==> src/rtl/qsfp_sb_multi_port_mgr.sv <==
// qsfp_sb_multi_port_mgr
// Multi-cage QSFP sideband sequencer. On each pass it walks every cage,
// selects the cage through two I2C mux writes and then either configures the
// sideband IO expander (init pass) or reads it back and reacts to module
// insertion/removal (scan pass). All I2C traffic goes through one shared
// command engine using a single ISSUE -> WAIT -> GAP sequence, with a WAIT
// timeout that flags the offending port and moves on to the next one.
module qsfp_sb_multi_port_mgr #(
    parameter int unsigned                NUM_PORTS      = 2,
    parameter logic [8*NUM_PORTS-1:0]     MUX0_VALUES    = {8'h00, 8'h01},
    parameter logic [8*NUM_PORTS-1:0]     MUX1_VALUES    = {8'h01, 8'h00},
    parameter logic [7:0]                 SB_DEV_ID      = 8'h40,
    parameter logic [15:0]                DELAY_CYCLES   = 16'h0400,
    parameter logic [19:0]                TIMEOUT_CYCLES = 20'hF_FFFF
) (
    input  logic                 clk,
    input  logic                 rst,
    input  logic                 start,
    input  logic                 init,
    input  logic [NUM_PORTS-1:0] lpmode,
    output logic                 complete,
    output logic                 busy,
    output logic [NUM_PORTS-1:0] port_present,
    output logic [NUM_PORTS-1:0] port_intl,
    output logic [NUM_PORTS-1:0] port_err,
    output logic [7:0]           dbg_cstate,
    output logic                 IO_CONTROL_PULSE,
    output logic                 IO_CONTROL_RW,
    output logic [7:0]           IO_CONTROL_ID,
    output logic [7:0]           IO_ADDR_ADDR,
    output logic [7:0]           IO_WDATA_WDATA,
    input  logic [7:0]           IO_RDATA_RDATA,
    input  logic                 IO_CONTROL_CMPLT
);

    localparam int unsigned    PW        = (NUM_PORTS > 1) ? $clog2(NUM_PORTS) : 1;
    localparam logic [PW-1:0]  LAST_PORT = PW'(NUM_PORTS - 1);

    // I2C addresses of the two cage-select muxes.
    localparam logic [7:0] MUX0_ID = 8'hE0;
    localparam logic [7:0] MUX1_ID = 8'hE4;

    // Sideband IO expander registers: input, output, configuration.
    localparam logic [7:0] REG_IN  = 8'h00;
    localparam logic [7:0] REG_OUT = 8'h01;
    localparam logic [7:0] REG_CFG = 8'h03;

    typedef enum logic [2:0] {
        ST_IDLE  = 3'd0,
        ST_ISSUE = 3'd1,
        ST_WAIT  = 3'd2,
        ST_GAP   = 3'd3,
        ST_DONE  = 3'd4
    } state_t;

    // Which command the shared ISSUE/WAIT/GAP sequence is currently running.
    typedef enum logic [2:0] {
        CMD_MUX0 = 3'd0,
        CMD_MUX1 = 3'd1,
        CMD_OUT  = 3'd2,
        CMD_CFG  = 3'd3,
        CMD_READ = 3'd4,
        CMD_EN   = 3'd5
    } cmd_t;

    state_t               r_state;
    state_t               w_next_state;
    cmd_t                 r_cmd;
    logic [PW-1:0]        r_port;
    logic                 r_init;
    logic                 r_port_done;
    logic                 r_en_insert;
    logic [19:0]          r_wait_cnt;
    logic [15:0]          r_gap_cnt;
    logic [NUM_PORTS-1:0] r_prsnt_l;
    logic [NUM_PORTS-1:0] r_present;
    logic [NUM_PORTS-1:0] r_intl;
    logic [NUM_PORTS-1:0] r_err;
    logic                 r_pulse;
    logic                 r_rw;
    logic [7:0]           r_id;
    logic [7:0]           r_addr;
    logic [7:0]           r_wdata;

    logic                 w_accept;
    logic                 w_cmplt;
    logic                 w_timeout;
    logic                 w_gap_done;
    logic                 w_last_port;
    logic [7:0]           w_mux0_val;
    logic [7:0]           w_mux1_val;
    logic [7:0]           w_en_wdata;
    logic                 w_unused_rd;

    assign w_mux0_val  = MUX0_VALUES[{r_port, 3'b000} +: 8];
    assign w_mux1_val  = MUX1_VALUES[{r_port, 3'b000} +: 8];
    // Insertion enables the cage with the host's LPMODE choice in bit 0.
    assign w_en_wdata  = r_en_insert ? {7'h08, lpmode[r_port]} : 8'h00;
    // Only the INTL (bit 1) and MODPRSTL (bit 2) inputs matter here.
    assign w_unused_rd = ^{IO_RDATA_RDATA[7:3], IO_RDATA_RDATA[0]};

    assign busy             = (r_state != ST_IDLE);
    assign complete         = (r_state == ST_DONE);
    assign dbg_cstate       = {5'd0, r_state};
    assign port_present     = r_present;
    assign port_intl        = r_intl;
    assign port_err         = r_err;
    assign IO_CONTROL_PULSE = r_pulse;
    assign IO_CONTROL_RW    = r_rw;
    assign IO_CONTROL_ID    = r_id;
    assign IO_ADDR_ADDR     = r_addr;
    assign IO_WDATA_WDATA   = r_wdata;

    // State register.
    always_ff @(posedge clk) begin
        if (rst) begin
            r_state <= ST_IDLE;
        end else begin
            r_state <= w_next_state;
        end
    end

    // Next-state logic and the per-cycle decisions shared with the datapath.
    // NOTE: every signal driven here gets a default first so no path leaves it
    // unassigned; a missing default would infer a latch.
    always_comb begin
        w_next_state = r_state;
        w_accept     = 1'b0;
        w_cmplt      = 1'b0;
        w_timeout    = 1'b0;
        w_gap_done   = ({1'b0, r_gap_cnt} + 17'd1) >= {1'b0, DELAY_CYCLES};
        w_last_port  = (r_port == LAST_PORT);
        case (r_state)
            ST_IDLE: begin
                if (start) begin
                    w_accept     = 1'b1;
                    w_next_state = ST_ISSUE;
                end
            end
            ST_ISSUE: begin
                w_next_state = ST_WAIT;
            end
            ST_WAIT: begin
                // A completion on the expiry cycle still counts as success.
                if (IO_CONTROL_CMPLT) begin
                    w_cmplt      = 1'b1;
                    w_next_state = ST_GAP;
                end else if (r_wait_cnt == TIMEOUT_CYCLES) begin
                    w_timeout    = 1'b1;
                    w_next_state = ST_GAP;
                end
            end
            ST_GAP: begin
                if (w_gap_done) begin
                    w_next_state = (r_port_done && w_last_port) ? ST_DONE : ST_ISSUE;
                end
            end
            ST_DONE: begin
                w_next_state = ST_IDLE;
            end
            default: begin
                w_next_state = ST_IDLE;
            end
        endcase
    end

    // Command datapath: command selection, counters, I2C fields, port status.
    always_ff @(posedge clk) begin
        if (rst) begin
            r_cmd       <= CMD_MUX0;
            r_port      <= '0;
            r_init      <= 1'b0;
            r_port_done <= 1'b0;
            r_en_insert <= 1'b0;
            r_wait_cnt  <= '0;
            r_gap_cnt   <= '0;
            r_prsnt_l   <= '1;
            r_present   <= '0;
            r_intl      <= '0;
            r_err       <= '0;
            r_pulse     <= 1'b0;
            r_rw        <= 1'b0;
            r_id        <= '0;
            r_addr      <= '0;
            r_wdata     <= '0;
        end else begin
            r_pulse <= 1'b0;
            case (r_state)
                ST_IDLE: begin
                    if (w_accept) begin
                        r_init      <= init;
                        r_port      <= '0;
                        r_cmd       <= CMD_MUX0;
                        r_port_done <= 1'b0;
                    end
                end
                ST_ISSUE: begin
                    r_pulse    <= 1'b1;
                    r_wait_cnt <= '0;
                    case (r_cmd)
                        CMD_MUX0: {r_rw, r_id, r_addr, r_wdata} <= {1'b0, MUX0_ID, w_mux0_val, w_mux0_val};
                        CMD_MUX1: {r_rw, r_id, r_addr, r_wdata} <= {1'b0, MUX1_ID, w_mux1_val, w_mux1_val};
                        CMD_OUT:  {r_rw, r_id, r_addr, r_wdata} <= {1'b0, SB_DEV_ID, REG_OUT, 8'h00};
                        CMD_CFG:  {r_rw, r_id, r_addr, r_wdata} <= {1'b0, SB_DEV_ID, REG_CFG, 8'h06};
                        CMD_READ: {r_rw, r_id, r_addr, r_wdata} <= {1'b1, SB_DEV_ID, REG_IN, 8'h00};
                        CMD_EN:   {r_rw, r_id, r_addr, r_wdata} <= {1'b0, SB_DEV_ID, REG_OUT, w_en_wdata};
                        default:  {r_rw, r_id, r_addr, r_wdata} <= '0;
                    endcase
                end
                ST_WAIT: begin
                    r_wait_cnt <= r_wait_cnt + 20'd1;
                    r_gap_cnt  <= '0;
                    if (w_cmplt) begin
                        case (r_cmd)
                            CMD_MUX0: r_cmd <= CMD_MUX1;
                            CMD_MUX1: r_cmd <= r_init ? CMD_OUT : CMD_READ;
                            CMD_OUT:  r_cmd <= CMD_CFG;
                            CMD_CFG: begin
                                r_port_done       <= 1'b1;
                                r_prsnt_l[r_port] <= 1'b1;
                                r_err[r_port]     <= 1'b0;
                            end
                            CMD_READ: begin
                                // NOTE: non-blocking updates mean the edge test
                                // below still sees the previous r_prsnt_l value,
                                // which is exactly what insertion/removal needs.
                                r_intl[r_port]    <= ~IO_RDATA_RDATA[1];
                                r_err[r_port]     <= 1'b0;
                                r_prsnt_l[r_port] <= IO_RDATA_RDATA[2];
                                r_present[r_port] <= ~IO_RDATA_RDATA[2];
                                if (r_prsnt_l[r_port] && !IO_RDATA_RDATA[2]) begin
                                    r_en_insert <= 1'b1;
                                    r_cmd       <= CMD_EN;
                                end else if (!r_prsnt_l[r_port] && IO_RDATA_RDATA[2]) begin
                                    r_en_insert <= 1'b0;
                                    r_cmd       <= CMD_EN;
                                end else begin
                                    r_port_done <= 1'b1;
                                end
                            end
                            default: r_port_done <= 1'b1;
                        endcase
                    end else if (w_timeout) begin
                        // Abandon the rest of this port; its status stays as is.
                        r_err[r_port] <= 1'b1;
                        r_port_done   <= 1'b1;
                    end
                end
                ST_GAP: begin
                    r_gap_cnt <= r_gap_cnt + 16'd1;
                    if (w_gap_done && r_port_done) begin
                        r_port_done <= 1'b0;
                        r_cmd       <= CMD_MUX0;
                        if (w_last_port) begin
                            // Leave the bus fields quiet between passes.
                            r_rw    <= 1'b0;
                            r_id    <= '0;
                            r_addr  <= '0;
                            r_wdata <= '0;
                        end else begin
                            r_port <= r_port + PW'(1);
                        end
                    end
                end
                default: begin
                end
            endcase
        end
    end

endmodule
==> config.mk <==
export PLATFORM = sky130hd
export DESIGN_NAME = qsfp_sb_multi_port_mgr
export DESIGN_NICKNAME = d
export VERILOG_FILES = /design/src/rtl/qsfp_sb_multi_port_mgr.sv
export SDC_FILE = /design/constraint.sdc
export NUM_CORES = 1
export LEC_CHECK = 0
export BUFFER_PORTS_ARGS = -buffer_cell sky130_fd_sc_hd__buf_2
export CAP_MARGIN = 20
export CORE_UTILIZATION = 55
export CTS_BUF_LIST = sky130_fd_sc_hd__clkbuf_4
export CTS_CLUSTER_DIAMETER = 120
export DETAILED_ROUTE_END_ITERATION = 8
export GPL_TIMING_DRIVEN = 0
export MAX_ROUTING_LAYER = met4
export PLACE_DENSITY = 0.78
export SYNTH_ARGS = -nofsm -noshare
export SYNTH_HDL_FRONTEND = slang
export SYNTH_SLANG_ARGS = --single-unit
==> constraint.sdc <==
create_clock -name clk -period 3 [get_ports clk]
set_clock_uncertainty 0.05 [all_clocks]
set_input_delay 0.6 -clock clk [delete_from_list [all_inputs] [get_ports clk]]
set_output_delay 0.6 -clock clk [all_outputs]
set_load 0.02 [all_outputs]
==> results.py <==
metrics = {
    "detailed_routing": {
        "wl_met2_um": 3940,
        "via_count": 3463,
        "drt_iter0_markers": 229,
        "drc": 0,
        "top_layer_used": "met4",
        "met3WireLength_um": 599,
        "drt_wl_total_um": 8480,
        "met1Wirelength_um": 3760,
        "viasPerCell": 5.81,
        "wire_per_inst_um": 14.2,
        "dr.pass1.iters": 5,
        "ant_nets": 0,
    },
    "worst_setup_path": {
        "r2r_slack_ps": 250,
        "worstPathCellList": "clkbuf_1, mux2i_1, inv_1, ha_1, o21a_1, o22ai_1, nand3_1, a221oi_1, o21ai_2, mux2i_1",
        "reg2reg_from": "r_port",
        "slowest_stage": "dfxtp_1",
        "cp_max_fo": 10,
        "worst_path_most_repeated_cell": "mux2i_1",
        "crit_type": "reg2reg",
        "endpoint_kind": "flip-flop",
        "slowest_delay_ps": 420,
        "r2r-end": "r_cmd[1]",
        "crit_arrival_ps": 3020,
        "worstSetupStartpointType": "flip-flop",
        "reg2regPathDepth": 10,
        "worst_ep_required_time_ps": 3270,
    },
    "clocking": {
        "clk_latency_ps": 420,
        "cts_tree": "yes",
        "clk_pin_slew_ps": 120,
        "clock-sinks": 64,
        "cts_buffers": 9,
        "h-tree-depth": 3,
        "clock_path_buffers": 2,
        "cts_resized": 0,
        "cts_setup_buffers": 0,
        "hold_buffers": 0,
        "cts_root_buf": "clkbuf_4",
    },
    "run": {
        "drv_cap": 0,
    },
    "floorplanning": {
        "initial_utilization_pct": 56.9,
        "die-area_um2": 6900,
        "core_area_um2": 6350,
        "die_w_um": 83.0,
        "rows": 29,
        "dieHeight_um": 83.0,
        "ios": 57,
    },
    "synthesis": {
        "synth_edf_count": 0,
        "synth.largest_area_cell": "dfxtp_1",
        "async_reset_ff_share_pct": 0,
        "yosys.area.top_type_share_pct": 35.5,
        "synthCells": 454,
        "yosysWarnings": 0,
        "synth-seq-cells": 64,
        "synth.top_cells.by_count": "dfxtp_1, nand2_1, nor2_1",
        "syn_area_per_cell_um2": 7.96,
        "synth.most_common_cell": "dfxtp_1",
        "synth_cell_type_count": 65,
        "synthFlopType": "dfxtp_1",
        "synthTopCellsByArea": "dfxtp_1, nand2_1, a21oi_1",
        "ys_seq_area_share_pct": 35.5,
        "synthesis.area_um2": 3610,
    },
    "pwr": {
        "p_total_mw": 1.82,
        "powerDensity_nw_per_um2": 448,
        "ir_worst_vdd_uv": 288,
        "p_leak_nw": 1.58,
    },
    "hold_path": {
        "min_to": "port_intl[0]",
        "whs_path_depth": 2,
        "min_from": "IO_RDATA_RDATA[1]",
        "min_path_type": "in2reg",
    },
    "sta": {
        "fin_hold_ws_ps": 311,
        "rsz0062_at_grt": "false",
        "hold_viol": 0,
        "tightest_slew_ps": 732,
        "slew_headroom_pct": 50.8,
        "finalSetupViolCount": 0,
        "slew_viol_final": 0,
        "fin_tns_setup_ps": 0,
        "fin_crit_sh_pct": 91.7,
        "period_minus_slack_ps": 2750,
        "timing.fmax_mhz": 363,
        "setup_slack_ps": 248,
    },
    "placement": {
        "pre_cts_ws_ps": 288,
        "port_buffers": 31,
        "placedCellCount": 580,
        "dp_hpwl_um": 6080,
        "gp_congestion": 0.875,
        "placed_area_um2": 3930,
    },
    "final_layout": {
        "fin_cells": 596,
        "area_growth_pct": 12.6,
        "drive_gt1_share_pct": 19.3,
        "design_area_um2": 4070,
        "nNetsFinal": 533,
        "final_util_pct": 64.0,
        "antennaDiodeCount": 0,
    },
    "global_route": {
        "grt_first_pass_wirelength_um": 14300,
        "grt_max_degree": 12,
        "track_usage_pct": 26.0,
        "antenna_found_initial": 0,
        "gr-total-overflow": 0,
        "grt_pass1_vias": 3153,
    },
    "run_status": {
        "status": "completed",
    },
}
## critical path: cells and delay by family, from the launching register on
family | cells | cell delay, ps
adder cells (fa/ha/maj) | 1 | 310
multiplexers | 2 | 440
flip-flops | 1 | 420
AND/OR/NAND/NOR | 1 | 110
buffers and inverters | 2 | 480
AO/OA/AOI/OAI | 4 | 840
## metal layers
metal / up-vias / track usage [%]
met2: 141 / 41.2
met4: 0 / 11.9
met5: - / -
met3: 24 / 5.07
met1: 1601 / 32.1
li1: 1697 / -
## how the worst max path moves through the flow
stage / start / endpoint / slack [ps] / cells after the start
after floorplan: r_port / r_cmd[0] / 690 / 10
after global placement: r_port / r_cmd[2] / 350 / 10
after detailed placement: r_port / r_cmd[1] / 290 / 10
after CTS: r_port / r_cmd[1] / 260 / 10
after global routing: r_port / r_cmd[1] / 110 / 10
final: r_port / r_cmd[1] / 250 / 10
## cells in the final DEF (no fill, tap or decap), types with 7 or more instances in the layout
master / instances
nand4_1: 8
conb_1: 19
nor2_1: 48
mux2_2: 8
dfxtp_1: 64
a22oi_1: 8
nand2b_1: 14
buf_4: 23
or4_1: 7
clkbuf_4: 10
inv_1: 10
nand2_1: 49
o21ai_0: 18
a211oi_1: 8
clkbuf_1: 19
nor3_1: 12
nand3_1: 26
mux2i_1: 9
buf_2: 32
a21oi_1: 36
## report_power, final
group | total (mW) | leakage, nW | switching [mW] | internal [mW]
registers | 0.887 | 0.517 | 0.0152 | 0.872
logic | 0.340 | 0.986 | 0.230 | 0.110
clock network | 0.594 | 0.0722 | 0.335 | 0.259
## flip-flops by register name (all words and copies together), names as in the netlist, named ones only
signal and cells:
r_init 1, IO_CONTROL_RW 1, r_gap_cnt 16, r_port 1, r_wait_cnt 20, r_cmd 3, r_state 3, r_prsnt_l 2
port_intl 2, IO_ADDR_ADDR 2, r_en_insert 1, IO_CONTROL_PULSE 1, port_present 2, IO_WDATA_WDATA 3, IO_CONTROL_ID 3, r_port_done 1
## cell type report
class,count,area [µm²]
Sequential cell,64,1280
Fill cell,586,2280
Multi-Input combinational cell,349,2050
Tap cell,77,96.3
Inverter,10,37.5
Clock inverter,6,60.1
Buffer,49,308
Clock buffer,10,75.1
Timing Repair Buffer,31,155
## logic make-up after synthesis
kind of cell | Yosys count | synth area share (%)
DFF | 64 | 35.5
xor gates and xnor gates | 4 | 0.970
AOI/OAI and AO/OA | 107 | 19.5
other | 1 | 0.104
buffers and inverters | 59 | 9.56
muxes | 17 | 4.99
adders and majority gates | 4 | 1.39
and+or+nand+nor | 198 | 28.0
(Power assumes the default switching activity.)
